$ cat src/rtl/serial_adder_ctrl_if.sv
`default_nettype none
// ============================================================================
// Module   : serial_adder_ctrl_if
// Purpose  : Start/operand/result bundle for the bit-serial adder controller.
// Revision : 1.0
// ============================================================================
interface serial_adder_ctrl_if #(
    parameter int WIDTH = 8
);
    logic             start;
    logic [WIDTH-1:0] aop;
    logic [WIDTH-1:0] bop;
    logic             busy;
    logic             done;
    logic [WIDTH-1:0] sum;
    logic             cout;

    modport master (
        output start, aop, bop,
        input  busy, done, sum, cout
    );

    modport slave (
        input  start, aop, bop,
        output busy, done, sum, cout
    );
endinterface
`default_nettype wire

$ cat src/rtl/serial_adder_ctrl.sv
`default_nettype none
// ============================================================================
// Module   : serial_adder_ctrl
// Purpose  : Multi-bit adder that reuses one full-adder cell over WIDTH clocks.
// Revision : 1.0
// ============================================================================

module serial_adder_fa (
    input  wire logic i_a,
    input  wire logic i_b,
    input  wire logic i_cin,
    output logic      o_sum,
    output logic      o_carry
);
    logic w_p;

    assign w_p     = i_a ^ i_b;
    assign o_sum   = w_p ^ i_cin;
    assign o_carry = (i_a & i_b) | (w_p & i_cin);
endmodule

module serial_adder_ctrl #(
    parameter int WIDTH = 8
) (
    input  wire logic            clk,
    input  wire logic            rst,
    serial_adder_ctrl_if.slave   bus
);
    localparam int c_cnt_w = (WIDTH > 1) ? $clog2(WIDTH) : 1;
    localparam logic [c_cnt_w-1:0] c_last = c_cnt_w'(WIDTH - 1);

    typedef enum logic [1:0] {
        S_IDLE  = 2'd0,
        S_SHIFT = 2'd1,
        S_DONE  = 2'd2
    } state_t;

    state_t             r_state;
    state_t             w_next;
    logic [WIDTH-1:0]   r_a_sr;
    logic [WIDTH-1:0]   r_b_sr;
    logic [WIDTH-1:0]   r_s_sr;
    logic               r_carry;
    logic [c_cnt_w-1:0] r_cnt;
    logic [WIDTH-1:0]   r_sum;
    logic               r_cout;

    logic               w_fa_sum;
    logic               w_fa_carry;
    logic [WIDTH-1:0]   w_s_next;
    logic               w_load;
    logic               w_last;

    serial_adder_fa u_fa (
        .i_a     (r_a_sr[0]),
        .i_b     (r_b_sr[0]),
        .i_cin   (r_carry),
        .o_sum   (w_fa_sum),
        .o_carry (w_fa_carry)
    );

    // New bit enters at the MSB; after WIDTH shifts the LSB-first stream is in order.
    assign w_s_next = WIDTH'({w_fa_sum, r_s_sr} >> 1);
    assign w_load   = (r_state == S_IDLE) && bus.start;
    assign w_last   = (r_state == S_SHIFT) && (r_cnt == c_last);

    always_ff @(posedge clk or posedge rst) begin
        if (rst) begin
            r_state <= S_IDLE;
        end else begin
            r_state <= w_next;
        end
    end

    always_comb begin
        w_next = r_state;
        case (r_state)
            S_IDLE:  if (bus.start) w_next = S_SHIFT;
            S_SHIFT: if (r_cnt == c_last) w_next = S_DONE;
            S_DONE:  w_next = S_IDLE;
            default: w_next = S_IDLE;
        endcase
    end

    always_ff @(posedge clk or posedge rst) begin
        if (rst) begin
            r_a_sr  <= '0;
            r_b_sr  <= '0;
            r_s_sr  <= '0;
            r_carry <= 1'b0;
            r_cnt   <= '0;
            r_sum   <= '0;
            r_cout  <= 1'b0;
        end else if (w_load) begin
            r_a_sr  <= bus.aop;
            r_b_sr  <= bus.bop;
            r_s_sr  <= '0;
            r_carry <= 1'b0;
            r_cnt   <= '0;
        end else if (r_state == S_SHIFT) begin
            r_a_sr  <= r_a_sr >> 1;
            r_b_sr  <= r_b_sr >> 1;
            r_s_sr  <= w_s_next;
            r_carry <= w_fa_carry;
            r_cnt   <= r_cnt + c_cnt_w'(1);
            // Result is published only once complete so no partial sum is ever visible.
            if (w_last) begin
                r_sum  <= w_s_next;
                r_cout <= w_fa_carry;
            end
        end
    end

    assign bus.busy = (r_state == S_SHIFT);
    assign bus.done = (r_state == S_DONE);
    assign bus.sum  = r_sum;
    assign bus.cout = r_cout;
endmodule
`default_nettype wire
$ cat src/flat_wrapper.sv
// flat-port wrapper written by rule: the top's interface ports become plain ports
module serial_adder_ctrl_flat 
#(
    parameter int WIDTH = 8
)
  (clk, rst, bus_start, bus_aop, bus_bop, bus_busy, bus_done, bus_sum, bus_cout);
  serial_adder_ctrl_if #(.WIDTH(WIDTH)) bus_i ();
  input  wire logic clk;
  input  wire logic rst;
  input wire logic [$bits(bus_i.start)-1:0] bus_start;
  input wire logic [$bits(bus_i.aop)-1:0] bus_aop;
  input wire logic [$bits(bus_i.bop)-1:0] bus_bop;
  output wire logic [$bits(bus_i.busy)-1:0] bus_busy;
  output wire logic [$bits(bus_i.done)-1:0] bus_done;
  output wire logic [$bits(bus_i.sum)-1:0] bus_sum;
  output wire logic [$bits(bus_i.cout)-1:0] bus_cout;
  assign bus_i.start = bus_start;
  assign bus_i.aop = bus_aop;
  assign bus_i.bop = bus_bop;
  assign bus_busy = bus_i.busy;
  assign bus_done = bus_i.done;
  assign bus_sum = bus_i.sum;
  assign bus_cout = bus_i.cout;
  serial_adder_ctrl #(.WIDTH(WIDTH)) u_core (.clk(clk), .rst(rst), .bus(bus_i));
endmodule
$ cat config.mk
export PLATFORM = sky130hd
export DESIGN_NAME = serial_adder_ctrl_flat
export DESIGN_NICKNAME = d
export VERILOG_FILES = /design/src/rtl/serial_adder_ctrl_if.sv /design/src/rtl/serial_adder_ctrl.sv /design/src/flat_wrapper.sv
export SDC_FILE = /design/constraint.sdc
export NUM_CORES = 1
export LEC_CHECK = 0
export ABC_CLOCK_PERIOD_IN_PS = 3600
export BUFFER_PORTS_ARGS = -buffer_cell sky130_fd_sc_hd__buf_2
export CAP_MARGIN = 40
export CORE_ASPECT_RATIO = 2
export CORE_MARGIN = 2
export CORE_UTILIZATION = 45
export DETAILED_ROUTE_END_ITERATION = 8
export PLACE_DENSITY = 0.71
export REMOVE_ABC_BUFFERS = 1
export SLEW_MARGIN = 20
export SYNTH_ARGS = -nofsm -noshare
export SYNTH_HDL_FRONTEND = slang
export SYNTH_HIERARCHICAL = 1
export SYNTH_SLANG_ARGS = --single-unit
$ cat constraint.sdc
create_clock -name clk -period 3.6 [get_ports clk]
set_input_delay 0.18 -clock clk [delete_from_list [all_inputs] [get_ports clk]]
set_output_delay 0.18 -clock clk [all_outputs]
set_load 0.01 [all_outputs]
==> metrics.md <==
| Metric | Value |
|---|---|
| Detailed-route wire length per cell | `14.14 µm` |
| Cell Area, Synth | `0.001665 mm²` |
| Skew-Pair Late Insertion Delay | `290 ps` |
| Switching share of power | `34.55%` |
| DP Area | `0.001851 mm²` |
| Row count | `31` |
| Share of cells above drive strength 1 | `29.31%` |
| Critical path capture point type | `primary output` |
| Pin count of the biggest net entering global routing | `39` |
| Global-route wire length before repair | `5568 µm` |
| CTS Buf Count | `5` |
| GR Util All Layers | `17.75%` |
| Grt total ovfl | `0` |
| Die width | `47.02 µm` |
| Leakage | `0.9248 nW` |
| # setup viols final | `0` |
| Internal | `0.001071 W` |
| Arr. time, crit path | `1580 ps` |
| Setup bufs post-CTS | `0` |
| Drt pass-1 iters | `4` |
| Most frequent cells in the layout | `38 x dfrtp_1, 29 x buf_2, 25 x nor3_1` |
| Fin crit share | `48.94%` |
| Final net count | `195` |
| Root buf cell | `clkbuf_8` |
| Max_cap viols | `0` |
| Outcome | `finished, violations left` |
| I/O pins | `30` |
| Fin crit period | `1762 ps` |
| Antenna diodes | `0` |
| Final slew viol count | `0` |
| Final Hold Fails | `19` |
| Total number of vias | `1,205` |
| Core area | `0.003568 mm²` |
| Die Y | `90.03 µm` |
| Initial Util | `46.67%` |
| Worst-Margin Slew | `640.0 ps` |
| DRT iter0 DRCs | `21` |
| Critical setup path kind | `flip-flop to primary output` |
| Main synth FF type | `dfrtp_1` |
| CTS Hold Buffers Added | `0` |
| Most common cell after layout, fill and taps aside | `dfrtp_1` |
| WP data required | `3420 ps` |
| DR vias/cell | `5.404` |
| Design Area, Final | `0.001942 mm²` |
| DP HPWL | `2262 µm` |
| Slew headroom | `57.33%` |
| Clock share of power | `18.4%` |
| Switching power | `0.0005650 W` |
| Synth Instances | `145` |
| H-tree levels | `2` |
| Layout area overhead | `16.60%` |
| Setup Skew | `5.365 ps` |
| Distinct cells, synth | `29` |
| Vias in the first global route | `1,223` |
| Post-CTS resize count | `0` |
| Post-Synth XOR/XNOR Area | `0%` |
| Compound-Gate Fraction of Synth Area | `9.016%` |
| Final GP Congestion | `0.7331` |
| Number of port buffers | `29` |
| Antenna viol nets, final | `0` |
| Clock transition at the registers of the reported paths | `70 ps` |
| Drt total wl | `3154 µm` |
| DR DRC count | `0` |
| #FFs+latches synth | `38` |
| Failing checks | `negative hold slack` |
| Power per Cell Area | `842.3 mW/mm²` |
| CTS tree | `yes` |
| Setup TNS | `0 ps` |
| Yosys warning total | `6` |
| Mapped Avg Cell Area | `11.49 µm²` |
| Post-Synth Adder-Cell Area | `2.705%` |
| F_max | `0.5676 GHz` |
| RSZ-0062 raised after global routing | `no` |
| Peak supply drop | `0.4696 mV` |
| Die ar. | `0.004233 mm²` |
| Post-synth EDFFs | `0` |
| Initial antenna violation count | `0` |
| Logic pwr share | `35.1%` |
| Largest family of logic cells by synthesized area | `simple AND/OR/NAND/NOR gates` |
| Synth Area in Simple Gates | `21.04%` |
| Mux cell area share after synthesis | `6.086%` |
| Hold Slack | `-9.889 ps` |
| Flop pwr share | `46.5%` |
| Clock buffer depth | `2` |
| FILL cells | `332` |
| Async set-reset flop share out of synthesis | `100.0%` |
| Critical Path Start Type | `flip-flop` |
| Critical Path Fanout Max | `27` |
| Register area share after synthesis | `57.10%` |
| Clock sinks | `38` |
| Hold Crit Class | `input port to asynchronous set/reset pin` |
==> final cells by class <==
cell class	count	area, µm²	area share [%]
clock buffers	7	86.33	4.446
clock inverters	1	5.005	0.2577
inverters	3	11.26	0.5799
multi-input cells	94	646.9	33.31
flip-flops and latches	38	950.9	48.97
well taps	49	61.31	3.157
repair buffers	31	180.2	9.278
==> critical path, cell delays in order (launching register included) <==
cell	delay, ps
dfrtp_1	500
buf_16	220
nand2b_4	160
inv_2	220
buf_2	180
==> final timing paths <==
path,from,end,slack [ps],depth (start not counted)
max,u_core/r_state[1]$_DFFE_PP0P_,bus_busy,1840,4
min,rst,u_core/r_cnt[0]$_DFFE_PP0P_,-10,3
max reg2reg,u_core/r_state[1]$_DFFE_PP0P_,u_core/bus.sum[4]$_DFFE_PP0P_,1890,5
min reg2reg,u_core/bus.sum[4]$_DFFE_PP0P_,u_core/bus.sum[4]$_DFFE_PP0P_,490,1
max in group asynchronous,rst,u_core/r_state[0]$_DFFE_PP0P_,3270,3
min in group clk,bus_aop[7],u_core/r_a_sr[7]$_DFFE_PP0P_,140,3
==> cells by family (layout without fill, tap and decap cells) <==
group,Yosys count,after routing
multiplexers,9,9
flip-flops,38,38
adder cells (fa/ha/maj),3,3
AO/OA/AOI/OAI,18,18
buffers and inverters,13,42
AND/OR/NAND/NOR,64,64
==> flip-flops by register name, summed over array words and instances, names as in the netlist <==
signal,flops
u_core/r_s_sr,7
u_core/bus.cout,1
u_core/r_carry,1
u_core/r_state,2
u_core/r_cnt,3
u_core/r_a_sr,8
u_core/bus.sum,8
u_core/r_b_sr,8
==> power groups by stage <==
stage	logic, W	clock network (W)	registers, W
after detailed placement	0.000581	0	0.000769
after global routing	0.000642	0.000336	0.000787
after CTS	0.000584	0.000309	0.000761
final	0.000575	0.000300	0.000761
after global placement	0.000528	0	0.000770
after floorplan	0.000388	0	0.000758
==> cells in the mapped netlist, types with 2 or more instances <==
cell	number	area [µm²]
o32ai_1	2	17.52
buf_2	2	10.01
nor3_1	25	125.1
nor3b_1	12	90.09
mux2_2	8	90.09
clkbuf_1	4	15.01
buf_4	2	15.01
nand2b_1	2	12.51
dfrtp_1	38	950.9
ha_1	2	25.02
inv_1	2	7.510
a22o_1	10	87.58
nor2_1	16	60.06
o21ai_0	2	10.01
nand2_1	4	15.01
==> metal layers <==
metal  part of all wire [%]  track usage [%]
met2                     51            27.40
met1                     41            21.46
met4                    3.2            8.333
met3                    4.8            5.622
met5                      0                0
==> stage by stage <==
| stage | setup slack (ps) | utilization [%] | total power, W | std cells |
|---|---|---|---|---|
| finish | 1838 | 54.42 | 0.001636 | 223 |
| CTS | 1841 | 54.42 | 0.001655 | 223 |
| floorplan | 1859 | - | 0.001147 | 135 |
| global route | 1742 | 54.42 | 0.001766 | 223 |
| global placement | 1650 | 51.09 | 0.001298 | 214 |
| detailed placement | 1918 | 51.86 | 0.001350 | 215 |
Power figures use the tool's default switching activity.
